### src/rtl/spi_motor_cmd_rx_pkg.sv
// Shared types and constants for the SPI motor command receiver.
// The frame checksum helper lives here so the RTL and any reuse agree on one definition.
package motor_cmd_pkg;

  typedef struct packed {
    logic       sign;
    logic [6:0] period;
  } motor_cmd_t;

  localparam int         FRAME_BITS = 24;
  localparam logic [7:0] CHK_SEED   = 8'h5A;

  typedef enum logic [1:0] {IDLE, SHIFT, CHECK} spi_rx_state_t;

  function automatic logic frame_ok(input logic [FRAME_BITS-1:0] f);
    return f[7:0] == (f[23:16] ^ f[15:8] ^ CHK_SEED);
  endfunction

endpackage

### src/rtl/spi_motor_cmd_rx_if.sv
// SPI pins from the MCU plus the command outputs toward motor_controller.
// slave is the receiver side, master is the MCU/consumer side.
interface spi_motor_cmd_rx_if;
  logic       sck;
  logic       cs_n;
  logic       mosi;
  logic       motor1_sign;
  logic [6:0] motor1_period;
  logic       motor2_sign;
  logic [6:0] motor2_period;
  logic       cmd_update;
  logic       frame_err;
  logic       timeout;

  modport slave (
    input  sck, cs_n, mosi,
    output motor1_sign, motor1_period, motor2_sign, motor2_period,
    output cmd_update, frame_err, timeout
  );

  modport master (
    output sck, cs_n, mosi,
    input  motor1_sign, motor1_period, motor2_sign, motor2_period,
    input  cmd_update, frame_err, timeout
  );
endinterface

### src/rtl/spi_motor_cmd_rx_sync_edge.sv
// Multi-flop synchroniser for an asynchronous pin with rise/fall pulses on the synced level.
// Not reset: edges only fire on real pin transitions, so reset mid-frame cannot fake a cs_n fall.
module sync_edge #(
  parameter int STAGES = 2
) (
  input  logic clk,
  input  logic din,
  output logic level,
  output logic rise,
  output logic fall
);
  logic [STAGES-1:0] chain;
  logic              prev;

  always_ff @(posedge clk) begin
    chain <= {chain[STAGES-2:0], din};
    prev  <= chain[STAGES-1];
  end

  assign level = chain[STAGES-1];
  assign rise  = chain[STAGES-1] & ~prev;
  assign fall  = ~chain[STAGES-1] & prev;
endmodule

### src/rtl/spi_motor_cmd_rx.sv
// 3-wire SPI slave (mode 0, MSB first) receiving checksummed 24-bit motor commands.
// Outputs update two cycles after the synced cs_n rise; a watchdog forces a safe stop.
module spi_motor_cmd_rx
  import motor_cmd_pkg::*;
#(
  parameter logic [23:0] WDT_CYCLES  = 24'd600000,
  parameter logic [6:0]  SAFE_PERIOD = 7'd0,
  parameter int          SYNC_STAGES = 2
) (
  input logic               clk,
  input logic               reset,
  spi_motor_cmd_rx_if.slave bus
);
  logic sck_rise, sck_level_unused, sck_fall_unused;
  logic cs_rise, cs_fall, cs_level_unused;
  logic mosi_s, mosi_rise_unused, mosi_fall_unused;

  sync_edge #(.STAGES(SYNC_STAGES)) u_sync_sck (
    .clk(clk), .din(bus.sck), .level(sck_level_unused), .rise(sck_rise), .fall(sck_fall_unused)
  );
  sync_edge #(.STAGES(SYNC_STAGES)) u_sync_cs (
    .clk(clk), .din(bus.cs_n), .level(cs_level_unused), .rise(cs_rise), .fall(cs_fall)
  );
  sync_edge #(.STAGES(SYNC_STAGES)) u_sync_mosi (
    .clk(clk), .din(bus.mosi), .level(mosi_s), .rise(mosi_rise_unused), .fall(mosi_fall_unused)
  );

  spi_rx_state_t         state, state_nxt;
  logic [FRAME_BITS-1:0] shift_q;
  logic [4:0]            bit_cnt;
  logic                  frame_valid, frame_bad;

  always_ff @(posedge clk) begin
    if (reset) state <= IDLE;
    else       state <= state_nxt;
  end

  always_comb begin
    state_nxt   = state;
    frame_valid = 1'b0;
    frame_bad   = 1'b0;
    case (state)
      IDLE:  if (cs_fall) state_nxt = SHIFT;
      SHIFT: if (cs_rise) state_nxt = CHECK;
      CHECK: begin
        state_nxt   = IDLE;
        frame_valid = (bit_cnt == 5'(FRAME_BITS)) && frame_ok(shift_q);
        frame_bad   = ~frame_valid;
      end
      default: state_nxt = IDLE;
    endcase
  end

  // Counter saturates so long frames can never alias back to a count of 24.
  always_ff @(posedge clk) begin
    if (reset) begin
      shift_q <= '0;
      bit_cnt <= '0;
    end else if (state == IDLE && cs_fall) begin
      shift_q <= '0;
      bit_cnt <= '0;
    end else if (state == SHIFT && sck_rise) begin
      shift_q <= {shift_q[FRAME_BITS-2:0], mosi_s};
      if (bit_cnt != 5'd31) bit_cnt <= bit_cnt + 5'd1;
    end
  end

  logic [23:0] wdt_cnt;
  logic        wdt_term;
  assign wdt_term = (wdt_cnt == WDT_CYCLES - 24'd1);

  always_ff @(posedge clk) begin
    if (reset || frame_valid) wdt_cnt <= '0;
    else if (!wdt_term)       wdt_cnt <= wdt_cnt + 24'd1;
  end

  motor_cmd_t m1_q, m2_q;
  logic       timeout_q, cmd_update_q, frame_err_q;

  // A commit in the terminal-count cycle takes priority over the forced stop.
  always_ff @(posedge clk) begin
    if (reset) begin
      m1_q         <= '{sign: 1'b0, period: SAFE_PERIOD};
      m2_q         <= '{sign: 1'b0, period: SAFE_PERIOD};
      timeout_q    <= 1'b1;
      cmd_update_q <= 1'b0;
      frame_err_q  <= 1'b0;
    end else begin
      cmd_update_q <= frame_valid;
      frame_err_q  <= frame_bad;
      if (frame_valid) begin
        m1_q      <= shift_q[23:16];
        m2_q      <= shift_q[15:8];
        timeout_q <= 1'b0;
      end else if (wdt_term) begin
        m1_q      <= '{sign: 1'b0, period: SAFE_PERIOD};
        m2_q      <= '{sign: 1'b0, period: SAFE_PERIOD};
        timeout_q <= 1'b1;
      end
    end
  end

  assign bus.motor1_sign   = m1_q.sign;
  assign bus.motor1_period = m1_q.period;
  assign bus.motor2_sign   = m2_q.sign;
  assign bus.motor2_period = m2_q.period;
  assign bus.cmd_update    = cmd_update_q;
  assign bus.frame_err     = frame_err_q;
  assign bus.timeout       = timeout_q;
endmodule

### src/flat_wrapper.sv
// flat-port wrapper written by rule: the top's interface ports become plain ports
module spi_motor_cmd_rx_flat import motor_cmd_pkg::*;
#(
  parameter logic [23:0] WDT_CYCLES  = 24'd600000,
  parameter logic [6:0]  SAFE_PERIOD = 7'd0,
  parameter int          SYNC_STAGES = 2
)
  (clk, reset, bus_sck, bus_cs_n, bus_mosi, bus_motor1_sign, bus_motor1_period, bus_motor2_sign, bus_motor2_period, bus_cmd_update, bus_frame_err, bus_timeout);
  spi_motor_cmd_rx_if bus_i ();
  input logic clk;
  input logic reset;
  input wire logic [$bits(bus_i.sck)-1:0] bus_sck;
  input wire logic [$bits(bus_i.cs_n)-1:0] bus_cs_n;
  input wire logic [$bits(bus_i.mosi)-1:0] bus_mosi;
  output wire logic [$bits(bus_i.motor1_sign)-1:0] bus_motor1_sign;
  output wire logic [$bits(bus_i.motor1_period)-1:0] bus_motor1_period;
  output wire logic [$bits(bus_i.motor2_sign)-1:0] bus_motor2_sign;
  output wire logic [$bits(bus_i.motor2_period)-1:0] bus_motor2_period;
  output wire logic [$bits(bus_i.cmd_update)-1:0] bus_cmd_update;
  output wire logic [$bits(bus_i.frame_err)-1:0] bus_frame_err;
  output wire logic [$bits(bus_i.timeout)-1:0] bus_timeout;
  assign bus_i.sck = bus_sck;
  assign bus_i.cs_n = bus_cs_n;
  assign bus_i.mosi = bus_mosi;
  assign bus_motor1_sign = bus_i.motor1_sign;
  assign bus_motor1_period = bus_i.motor1_period;
  assign bus_motor2_sign = bus_i.motor2_sign;
  assign bus_motor2_period = bus_i.motor2_period;
  assign bus_cmd_update = bus_i.cmd_update;
  assign bus_frame_err = bus_i.frame_err;
  assign bus_timeout = bus_i.timeout;
  spi_motor_cmd_rx #(.WDT_CYCLES(WDT_CYCLES), .SAFE_PERIOD(SAFE_PERIOD), .SYNC_STAGES(SYNC_STAGES)) u_core (.clk(clk), .reset(reset), .bus(bus_i));
endmodule
### config.mk
export PLATFORM = sky130hd
export DESIGN_NAME = spi_motor_cmd_rx_flat
export DESIGN_NICKNAME = d
export VERILOG_FILES = /design/src/rtl/spi_motor_cmd_rx_pkg.sv /design/src/rtl/spi_motor_cmd_rx_if.sv /design/src/rtl/spi_motor_cmd_rx_sync_edge.sv /design/src/rtl/spi_motor_cmd_rx.sv /design/src/flat_wrapper.sv
export SDC_FILE = /design/constraint.sdc
export NUM_CORES = 1
export LEC_CHECK = 0
export ABC_AREA = 1
export CORE_MARGIN = 2
export CORE_UTILIZATION = 30
export DETAILED_ROUTE_END_ITERATION = 7
export DONT_BUFFER_PORTS = 1
export PLACE_DENSITY_LB_ADDON = 0.05
export SLEW_MARGIN = 20
export SYNTH_ARGS = -nofsm -noshare
export SYNTH_HDL_FRONTEND = slang
export SYNTH_SLANG_ARGS = --single-unit
### constraint.sdc
create_clock -name clk -period 1.47 [get_ports clk]
set_input_delay 0.3675 -clock clk [delete_from_list [all_inputs] [get_ports clk]]
set_output_delay 0.3675 -clock clk [all_outputs]
set_load 0.01 [all_outputs]
### Word-level counts from Yosys, hierarchy flattened

Index checks and enable logic that the tools add are counted.

* flip-flop bits (word level): 82
* output and inout bits: 19
* logic and storage cells: 55

* add/subtract/negate cells: 2
* equality and inequality tests: 8
* multiplexer cells: 9
* bitwise gates (word level): 10
* reductions and logical operators: 10

Operator list (count)
* 24-bit by 1-bit adder with 24-bit output (second input constant): 1
* 24-bit by 20-bit equality test with 1-bit output (second input constant): 1
* 8-bit 2-to-1 mux: 3
* 8-bit equality test: 1
* 8-bit bitwise XOR: 1
* 5-bit by 1-bit adder with 5-bit output (second input constant): 1
* 5-bit equality test (second input constant): 1
* 5-bit inequality test (second input constant): 1
* 1-bit inverter: 5
* 2-bit 2-to-1 mux: 2
* 2-bit by 1-bit inequality test with 1-bit output (second input constant): 2
* 4-bit inverter: 1
* 2-bit case mux with 2 select lines: 1
* 2-bit AND reduction: 2
* 2-bit OR reduction: 2
* 1-bit AND: 3
* 1-bit logical AND: 3
* 1-bit 2-to-1 mux: 3
* 2-bit by 1-bit equality test with 1-bit output (second input constant): 1
* 2-bit equality test (second input constant): 1
* 2-bit logical NOT: 1
* 2-bit nonzero test: 1
* 1-bit logical OR: 1

### Depth between registers and ports, before layout

* word-level depth: 6
* depth in mapped cells: 12

### Hierarchy

Synthesis repeated with hierarchy kept, for this count alone.

* cells, all modules: 536
* area, all modules: 3851.2 sq um

Modules (own cells, without submodules)
* spi_motor_cmd_rx: times used 1, cells an instance 515, area an instance 3626.0 sq um, sequential area each 1481.4 sq um
* sync_edge: times used 3, cells an instance 7, area an instance 75.1 sq um, sequential area each 60.1 sq um

### Least setup slack after synthesis

Ideal clock, no wire load.

* path kind: register to register
* from: reg u_core.wdt_cnt[0]
* to: reg u_core.wdt_cnt[16]
* setup time: 0.116 ns
* data arrival time: 1.417 ns
* required time: 1.354 ns
* path slack: -0.062 ns
* stages on the path, launching flop included: 10
* path buffers: 0
* period minus slack after synthesis: 1.532 ns
* cells stage by stage: dfxtp_1 -> ha_1 -> nand2_1 -> nor2_4 -> nand2_2 -> nor2_4 -> nand2_1 -> nor3_1 -> xor2_1 -> nor2_1

* word-level cells in the longest chain between the ends: 1
* elaborated cells between the ends (all ways): 2
* classes of those cells: 1 x add/sub; 1 x eq/ne

RTL lines
* start: declaration: RTL line spi_motor_cmd_rx.sv:68 `logic [23:0] wdt_cnt;`
* start signal: assignment: RTL line spi_motor_cmd_rx.sv:74 `else if (!wdt_term) wdt_cnt <= wdt_cnt + 24'd1;`
* 24-bit by 1-bit adder with 24-bit output or 24-bit by 20-bit equality test with 1-bit output (tied branches): RTL line spi_motor_cmd_rx.sv:74, spi_motor_cmd_rx.sv:70

Several ways; a longest one is shown, not always the timed one.
A chain may end at the register's enable or synchronous reset.

### Worst setup path in the final report

* from: reg u_core.shift_q[8]
* to: reg u_core.wdt_cnt[17]

* word-level cells in the longest chain between the ends: 5

RTL lines
* start: declaration: RTL line spi_motor_cmd_rx.sv:29 `logic [FRAME_BITS-1:0] shift_q;`
* start signal: assignment: RTL line spi_motor_cmd_rx.sv:63 `shift_q <= {shift_q[FRAME_BITS-2:0], mosi_s};`
* 8-bit bitwise XOR: RTL line spi_motor_cmd_rx_pkg.sv:16 `return f[7:0] == (f[23:16] ^ f[15:8] ^ CHK_SEED);`
* 8-bit equality test: RTL line spi_motor_cmd_rx_pkg.sv:16
* 1-bit logical AND: RTL line spi_motor_cmd_rx.sv:47 `frame_valid = (bit_cnt == 5'(FRAME_BITS)) && frame_ok(shift_q);`
* 1-bit 2-to-1 mux: RTL line spi_motor_cmd_rx.sv:42 `case (state)`
* 1-bit logical OR: RTL line spi_motor_cmd_rx.sv:73 `if (reset || frame_valid) wdt_cnt <= '0;`

No other way between the ends.

==> flow_summary.toml <==
[critical_path]
rrSetupSlack_ps = -120
cp_max_fo = 8
endpoint_kind = "flop"
reg2reg_depth = 12
slowest_delay_ps = 360
worstPathRequired_ps = 1700
timing.rr.start = "u_core.shift_q[8]"
critPathLaunch = "u_core.shift_q[8]"
crit_arrival_ps = 1830
crit_slowest_cell = "dfxtp_2"
cp-start-kind = "flop"
path_class = "reg -> reg"
critical_path.endpoint = "u_core.wdt_cnt[17]"
worstPathCellList = "inv_2 -> nand2_2 -> nand2_1 -> nand2_1 -> nand2_1 -> nor2_2 -> nand2_1 -> nor2_2 -> nand3_4 -> nand2_8 -> buf_12 -> nor2_2"
r2r_end = "u_core.wdt_cnt[17]"
cpMostUsedCell = "nand2_1"

[synth]
syn_area_per_cell_sq_um = 7.49
synth_cell_type_count = 24
synthesis.nets = 492
synth_seq_cells = 82
netlist_area_sq_mm = 0.00362
yosys_warnings = 0
synthCells = 483
seq_area_frac_synth_pct = 45.4

[floorplan]
start_util_pct = 30.4
core_sq_mm = 0.0119
io_pins = 24
die_h_um = 114
rows = 40
die_w_um = 114
die_area_sq_mm = 0.0129

[drt]
drc = 0
vias = 3233
routed_wl_um = 9090
detail-route-antenna-nets = 0
first_pass_iters = 4
via_per_inst = 4.52
wl_per_cell_um = 12.7
drt_iter0_drc = 96

[power]
p_switching_mw = 1.06
p_int_mw = 3.74
seqPwrFrac_pct = 47.6
leakagePower_nw = 2.10
swShare_pct = 22.2
vdd_drop_max_mv = 0.673
p_clk_share_pct = 46.5
power_frac_comb_pct = 5.9
p_per_area_mw_per_mm2 = 948

[timing]
finalSetupTns_ps = -4210
finalCritPeriodShare_pct = 108
report.final.hold_viol_count = 0
max_freq_mhz = 627
rsz0062_at_grt = "yes"
worst_slew_pin_slew_ps = 340
setup_viol = 41
fin_ws_ps = -124
slew_headroom_pct = 77.1
whs_ps = 49.3
finClkSkew_ps = 8.53
final_max_slew_viol_count = 0
period_minus_slack_ps = 1590

[status]
violations = "negative setup slack"
status = "finished with violations"

[clock_network]
insertion_delay_ps = 340
cts_max_path_buffers = 2
clock-sinks = 82
numCtsBuffers = 9
cts_max_level = 3
cts_root_buf = "clkbuf_16"
tritoncts = "built"
cts_hold_buf = 0
clkSlewWorstSetupHoldPaths_ps = 60

[global_route]
grt_pass1_wl_um = 15000
grt_usage_pct = 14.9
antenna_found_initial = 0
grt_pass1_vias = 3199
grt_overflow_total = 0
grt_max_degree = 39

[hold_path]
hold_start = "bus_mosi"
hold_class = "in -> reg"

[cells_and_area]
area_growth_pct = 40.1
final_nets = 574
seq_area_sq_mm = 0.00167
diodes = 0
multi_input_area_sq_mm = 0.00189
fillers = 1268
drive_above_1_share_pct = 33.4
mostFrequentLayoutCells = "nand2_1, buf_4, dfxtp_1, inv_1, nor2_1"
mostFrequentLayoutCell = "nand2_1"

[place]
dp_hpwl_um = 6630
portBuffers = 0
pre_cts_slack_ps = -212
place.gp.congestion = 0.782

[flow_run]
drv_cap = 0
==> per-stage QoR <==
step / util, % / total power [mW] / instances / cell area [sq um]
4_1_cts: 40.3 / 4.87 / 712 / 4800
2_1_floorplan: - / 2.47 / 483 / 3650
6_report: 42.5 / 4.80 / 716 / 5060
5_1_grt: 42.5 / 5.02 / 716 / 5060
3_5_place_dp: 36.9 / 2.57 / 693 / 4400
3_3_place_gp: 36.9 / 2.57 / 693 / 4400
==> critical path, delay by kind of cell, from the launching register on <==
kind | cells | cell delay, ps
buffers and inverters | 2 | 200
DFF | 1 | 360
and+or+nand+nor | 10 | 910
==> sequential cells by signal (all words and copies together) (netlist names) <==
| signal | count |
|---|---|
| u_core.state | 2 |
| u_core.u_sync_sck.chain | 2 |
| u_core.bus.motor1_sign | 1 |
| u_core.bus.timeout | 1 |
| u_core.wdt_cnt | 24 |
| u_core.u_sync_mosi.chain | 2 |
| u_core.bus.frame_err | 1 |
| u_core.bus.motor1_period | 7 |
| u_core.shift_q | 24 |
| u_core.u_sync_cs.chain | 2 |
| u_core.bus.motor2_sign | 1 |
| u_core.bus.cmd_update | 1 |
| u_core.u_sync_cs.prev | 1 |
| u_core.bit_cnt | 5 |
| u_core.bus.motor2_period | 7 |
| u_core.u_sync_sck.prev | 1 |
==> metal layers <==
metal / global-route usage (%) / vias to the layer above / part of all wire, % / wire length, um
met5: 0 / - / 0 / 0
met4: 6.83 / 0 / 2.0 / 185
met3: 2.71 / 11 / 1.1 / 99
met2: 26.6 / 12 / 53 / 4830
met1: 17.4 / 1486 / 44 / 3970
li1: - / 1724 / - / -
==> power groups by stage <==
stage	Combinational [mW]	Sequential, mW	Clock, mW
after CTS	0.258	2.29	2.32
after floorplan	0.135	2.33	0
after detailed placement	0.235	2.34	0
final	0.283	2.28	2.23
after global placement	0.231	2.34	0
after global routing	0.317	2.29	2.42
==> how the worst min path moves through the flow <==
| stage | to | slack, ps | depth (start not counted) |
|---|---|---|---|
| floorplan | u_core.u_sync_cs.chain[1] | 310 | 0 |
| global placement | u_core.u_sync_sck.chain[1] | 310 | 0 |
| detailed placement | u_core.u_sync_sck.chain[1] | 310 | 0 |
| CTS | u_core.u_sync_mosi.chain[0] | 40 | 0 |
| global route | u_core.u_sync_sck.chain[0] | 30 | 0 |
| finish | u_core.u_sync_mosi.chain[0] | 50 | 0 |
==> Yosys cell counts (all sizes together) <==
cell type | instances | share of area [%]
nor3 | 14 | 2.1
buf | 7 | 1.7
inv | 66 | 6.9
a21oi | 29 | 4.0
xnor2 | 5 | 1.2
nor2 | 63 | 7.7
nor4 | 2 | 0.35
ha | 4 | 1.4
clkbuf | 8 | 0.83
o21ai | 30 | 4.2
nand4 | 25 | 4.3
xor2 | 19 | 4.6
dfxtp | 82 | 45
nand2 | 92 | 9.9
nand3 | 37 | 5.5
==> final cells by class <==
cell class	count	area share (%)
Clock buffer	12	4.87
Clock inverter	3	0.791
Inverter	66	4.89
Multi-Input combinational cell	320	37.4
Sequential cell	82	33.0
Tap cell	147	3.63
Timing Repair Buffer	86	15.5
==> repair_timing <==
item	in CTS	in global routing
pin swaps	8	19
cloned	0	2
gates resized for setup	26	68
setup endpoints to repair	48	48
endpoints found under the hold margin	0	0
setup buffers	4	2
==> cell families after synthesis <==
kind of cell	Yosys count	share of synthesized area, %
adders and majority gates	4	1.38
and+or+nand+nor	233	29.8
buffers and inverters	81	9.41
xor gates and xnor gates	24	5.81
DFF	82	45.4
AOI/OAI and AO/OA	59	8.17
Note: power is estimated with default switching activity, not from simulation.
==> RTL change 1 (config.mk and constraints unchanged) <==
Change the package constant `FRAME_BITS` from 24 to 36.
--- a/src/rtl/spi_motor_cmd_rx_pkg.sv
+++ b/src/rtl/spi_motor_cmd_rx_pkg.sv
@@ -9,3 +9,3 @@
 
-  localparam int         FRAME_BITS = 24;
+  localparam int         FRAME_BITS = 36;
   localparam logic [7:0] CHK_SEED   = 8'h5A;
Behaviour: same outputs for any inputs over 10 cycles, from zero or initial values and one cycle with reset high; that may be too few to reach the edited logic, so the function may still have changed.
==> RTL change 1 against the unedited design <==
The run still ends with negative setup slack left. Final area down 0.20%. Synthesized cell count did not move. Count of clock-buffer cells in the layout down 2. Sequential share of layout area down 0.16 points. Sequential cell count stayed put. Area after synthesis grew 1.6%. Worst setup slack better by 15 ps. Power fell by 1.4%. Routed wire length up 3.3%. Core utilization decreased by 0.26 points. Clock skew fell by 2.2 ps. Combinational power fell by 6%.
==> RTL change 1: results <==
<?xml version="1.0" encoding="UTF-8"?>
<metrics>
  <group name="power">
    <metric name="vdd_ir_drop_max" unit="uV">357</metric>
    <metric name="pwr-share-clk" unit="%">46.0</metric>
    <metric name="power.internal" unit="mW">3.67</metric>
    <metric name="cellLeakagePower" unit="nW">2.12</metric>
    <metric name="combinationalPowerShare" unit="%">5.6</metric>
  </group>
  <group name="timing">
    <metric name="setup_violations" unit="">41</metric>
    <metric name="timing.final.ws_setup" unit="ps">-108</metric>
  </group>
  <group name="drt">
    <metric name="first_pass_iteration_count_of_the_detailed_router" unit="">6</metric>
    <metric name="first_iter_violations" unit="">91</metric>
    <metric name="detailroute.wirelength.met2" unit="um">4770</metric>
    <metric name="postRouteWirelength" unit="um">9390</metric>
    <metric name="route.met3.wl" unit="um">245</metric>
    <metric name="drt-met1-wl" unit="um">4130</metric>
  </group>
  <group name="placement">
    <metric name="hpwlAfterDp" unit="um">6620</metric>
    <metric name="gpl.final_weighted_congestion" unit="">0.757</metric>
    <metric name="dp_cells" unit="">691</metric>
    <metric name="dp_slack" unit="ps">-193</metric>
    <metric name="detailed_place.area" unit="um^2">4390</metric>
  </group>
  <group name="synth">
    <metric name="synth_common_cells" unit="">91 x sky130_fd_sc_hd__nand2_1, 82 x sky130_fd_sc_hd__dfxtp_1, 64 x sky130_fd_sc_hd__inv_1, 43 x sky130_fd_sc_hd__nor2_1, 33 x sky130_fd_sc_hd__nand3_1</metric>
    <metric name="post_synthesis_sequential_area_ratio" unit="%">44.7</metric>
    <metric name="synth_cell_type_count" unit="">28</metric>
  </group>
  <group name="final_layout">
    <metric name="seqAreaFraction" unit="%">32.8</metric>
    <metric name="n_all_inverters" unit="">67</metric>
    <metric name="buffers_excl_clock" unit="">88</metric>
    <metric name="n_multi_input_combinational_cell" unit="">321</metric>
    <metric name="clockNetworkAreaShare" unit="%">5.42</metric>
    <metric name="layout-drive-gt1-share" unit="%">32.3</metric>
    <metric name="multi_input_area" unit="um^2">1910</metric>
    <metric name="final.clkbuf_count" unit="">10</metric>
    <metric name="nonClkBufAreaFrac" unit="%">15.3</metric>
    <metric name="layout_nets" unit="">578</metric>
    <metric name="multi_input_gate_share_of_total_cell_area" unit="%">37.8</metric>
  </group>
  <group name="worst_setup_path">
    <metric name="critical_path.startpoint" unit="">u_core.wdt_cnt[1]</metric>
  </group>
  <group name="run_status">
    <metric name="outcome" unit="">complete, but fails checks</metric>
    <metric name="violations_in_the_final_reports" unit="">negative setup slack</metric>
  </group>
  <group name="grt">
    <metric name="global_route.usage.met3" unit="%">3.60</metric>
    <metric name="track_usage" unit="%">15.4</metric>
    <metric name="globalRouteMet2Util" unit="%">26.7</metric>
    <metric name="grt_util_met1" unit="%">17.5</metric>
    <metric name="grt_first_pass_wirelength" unit="um">15500</metric>
  </group>
</metrics>
[RTL change 1: worst paths after layout]
kind                                       to  slack (ps)  depth (start not counted)
hold reg to reg     u_core.u_sync_cs.chain[1]         330                          0
setup reg to reg           u_core.wdt_cnt[10]        -110                         11
hold / removal    u_core.u_sync_mosi.chain[0]          40                          0
setup / recovery           u_core.wdt_cnt[10]        -110                         11
[RTL change 1: kinds of logic after synthesis]
kind of cell	synth area share, %
compound gates	8.04
flops	44.7
buf+inv	9.74
fa+ha+maj	1.36
xor+xnor	5.72
simple gates	30.4
[RTL change 1: stage by stage]
stage                     util (%)  TNS (ps)  hold slack, ps  power, mW
after floorplan                  -     -1270             310       2.47
after global placement        36.7     -6570             312       2.56
after detailed placement      36.7     -6860             314       2.56
after CTS                     40.6     -3600            26.5       4.80
after global routing          42.3     -9010            23.6       4.94
final                         42.3     -2950            43.8       4.73
[RTL change 1: what timing repair did]
action,CTS,global route
pin swaps,24,23
setup endpoints to repair,48,61
gates cloned,2,2
buffers inserted,7,3
resized for setup,35,39
==> RTL change 2 (same flow settings) <==
Without the edit above. The 3 states of `spi_rx_state_t` get a one-hot encoding in 3 bits.
--- a/src/rtl/spi_motor_cmd_rx_pkg.sv
+++ b/src/rtl/spi_motor_cmd_rx_pkg.sv
@@ -12,3 +12,3 @@
 
-  typedef enum logic [1:0] {IDLE, SHIFT, CHECK} spi_rx_state_t;
+  typedef enum logic [2:0] {IDLE = 3'b001, SHIFT = 3'b010, CHECK = 3'b100} spi_rx_state_t;
 
Behaviour: same outputs for any inputs over 10 cycles, from zero or initial values and one cycle with reset high; not proved beyond that.
==> RTL change 2 against the unedited design <==
Critical path type unchanged. Sequential cell count is 1 higher. Global-route usage is 0.42 points higher. Count of clock-buffer cells in the layout decreased by 2. Final area is 11% higher. Worst setup slack got worse by 75 ps. The run still ends with negative setup slack left. Area after synthesis grew 9.1%. Power rose by 1.5%. Routed wire length up 16%.
==> RTL change 2: results <==
<?xml version="1.0" encoding="UTF-8"?>
<metrics>
  <group name="worst_setup_path">
    <metric name="regToRegStartpoint" unit="">u_core.bit_cnt[0]</metric>
    <metric name="slowest_stage_delay_on_critical_path" unit="ps">330</metric>
    <metric name="cp_max_fo" unit="">6</metric>
    <metric name="reg2regPathDepth" unit="">12</metric>
    <metric name="r2r-end" unit="">u_core.wdt_cnt[20]</metric>
    <metric name="arrival" unit="ps">1910</metric>
  </group>
  <group name="power">
    <metric name="pwr-share-clk" unit="%">48.8</metric>
    <metric name="power.internal" unit="mW">3.75</metric>
    <metric name="power_switching_share" unit="%">23.1</metric>
  </group>
  <group name="clocking">
    <metric name="post_cts_buffers" unit="">2</metric>
    <metric name="clock-root-buffer" unit="">sky130_fd_sc_hd__clkbuf_16</metric>
  </group>
  <group name="grt">
    <metric name="largest_net_degree_at_the_start_of_global_routing" unit="">28</metric>
    <metric name="grt_first_pass_wirelength" unit="um">17100</metric>
    <metric name="vias_in_the_first_global_route" unit="">3616</metric>
  </group>
  <group name="run_status">
    <metric name="violations_in_the_final_reports" unit="">negative setup slack</metric>
    <metric name="outcome" unit="">complete, but fails checks</metric>
  </group>
  <group name="synth">
    <metric name="synth_area_per_cell" unit="um^2">7.35</metric>
    <metric name="yosys-top-cells-area" unit="">sky130_fd_sc_hd__dfxtp_1 42%, sky130_fd_sc_hd__nand2_1 10%, sky130_fd_sc_hd__inv_1 6.9%</metric>
    <metric name="synth_cell_type_count" unit="">31</metric>
    <metric name="synth_common_cells" unit="">108 x sky130_fd_sc_hd__nand2_1, 83 x sky130_fd_sc_hd__dfxtp_1, 73 x sky130_fd_sc_hd__inv_1, 50 x sky130_fd_sc_hd__nand3_1, 46 x sky130_fd_sc_hd__nor2_1</metric>
    <metric name="synth_nets" unit="">546</metric>
    <metric name="post_synthesis_sequential_area_ratio" unit="%">42.1</metric>
    <metric name="postSynth.asyncResetShare" unit="%">0</metric>
  </group>
  <group name="timing">
    <metric name="setup_violations" unit="">45</metric>
    <metric name="timing.final.ws_setup" unit="ps">-199</metric>
    <metric name="whs" unit="ps">43.0</metric>
    <metric name="final.setup_skew" unit="ps">5.09</metric>
    <metric name="transition_time_at_the_pin_with_the_least_slew_margin" unit="ps">255</metric>
    <metric name="summed_negative_setup_slack_over_all_endpoints" unit="ps">-6740</metric>
  </group>
  <group name="placement">
    <metric name="hpwlAfterDp" unit="um">7700</metric>
    <metric name="dp_cells" unit="">794</metric>
    <metric name="gpl.final_weighted_congestion" unit="">0.794</metric>
    <metric name="dp_slack" unit="ps">-232</metric>
    <metric name="detailed_place.area" unit="um^2">4940</metric>
  </group>
  <group name="drt">
    <metric name="route.detailed.vias_per_inst" unit="">4.46</metric>
    <metric name="first_iter_violations" unit="">130</metric>
    <metric name="routed_wire_length_per_instance" unit="um">12.9</metric>
  </group>
  <group name="final_layout">
    <metric name="layout_nets" unit="">653</metric>
  </group>
  <group name="hold_path">
    <metric name="worstHoldEndpoint" unit="">u_core.u_sync_cs.chain[0]</metric>
    <metric name="timing.hold.worst.start" unit="">bus_cs_n</metric>
  </group>
</metrics>
RTL change 2: cell families (layout without fill, tap and decap cells):
| family | after synthesis | in the layout | share of synthesized area [%] |
|---|---|---|---|
| buf+inv | 90 | 200 | 9.61 |
| compound gates | 59 | 59 | 7.55 |
| fa+ha+maj | 4 | 4 | 1.27 |
| flops | 83 | 83 | 42.1 |
| xor+xnor | 26 | 26 | 5.77 |
| simple gates | 275 | 277 | 33.7 |
RTL change 2: metal layers:
metal / global-route usage [%] / wire [um]
met3: 2.51 / 241
met1: 17.8 / 4650
met4: 7.51 / 243
met5: 0 / 0
met2: 27.2 / 5440
RTL change 2: layout make-up:
type | count | area (um^2) | area share [%]
Clock inverter | 6 | 72.6 | 1.30
Tap cell | 172 | 215 | 3.84
Multi-Input combinational cell | 366 | 2190 | 39.2
Sequential cell | 83 | 1670 | 29.8
Inverter | 78 | 298 | 5.32
Timing Repair Buffer | 106 | 912 | 16.3
Clock buffer | 10 | 239 | 4.27
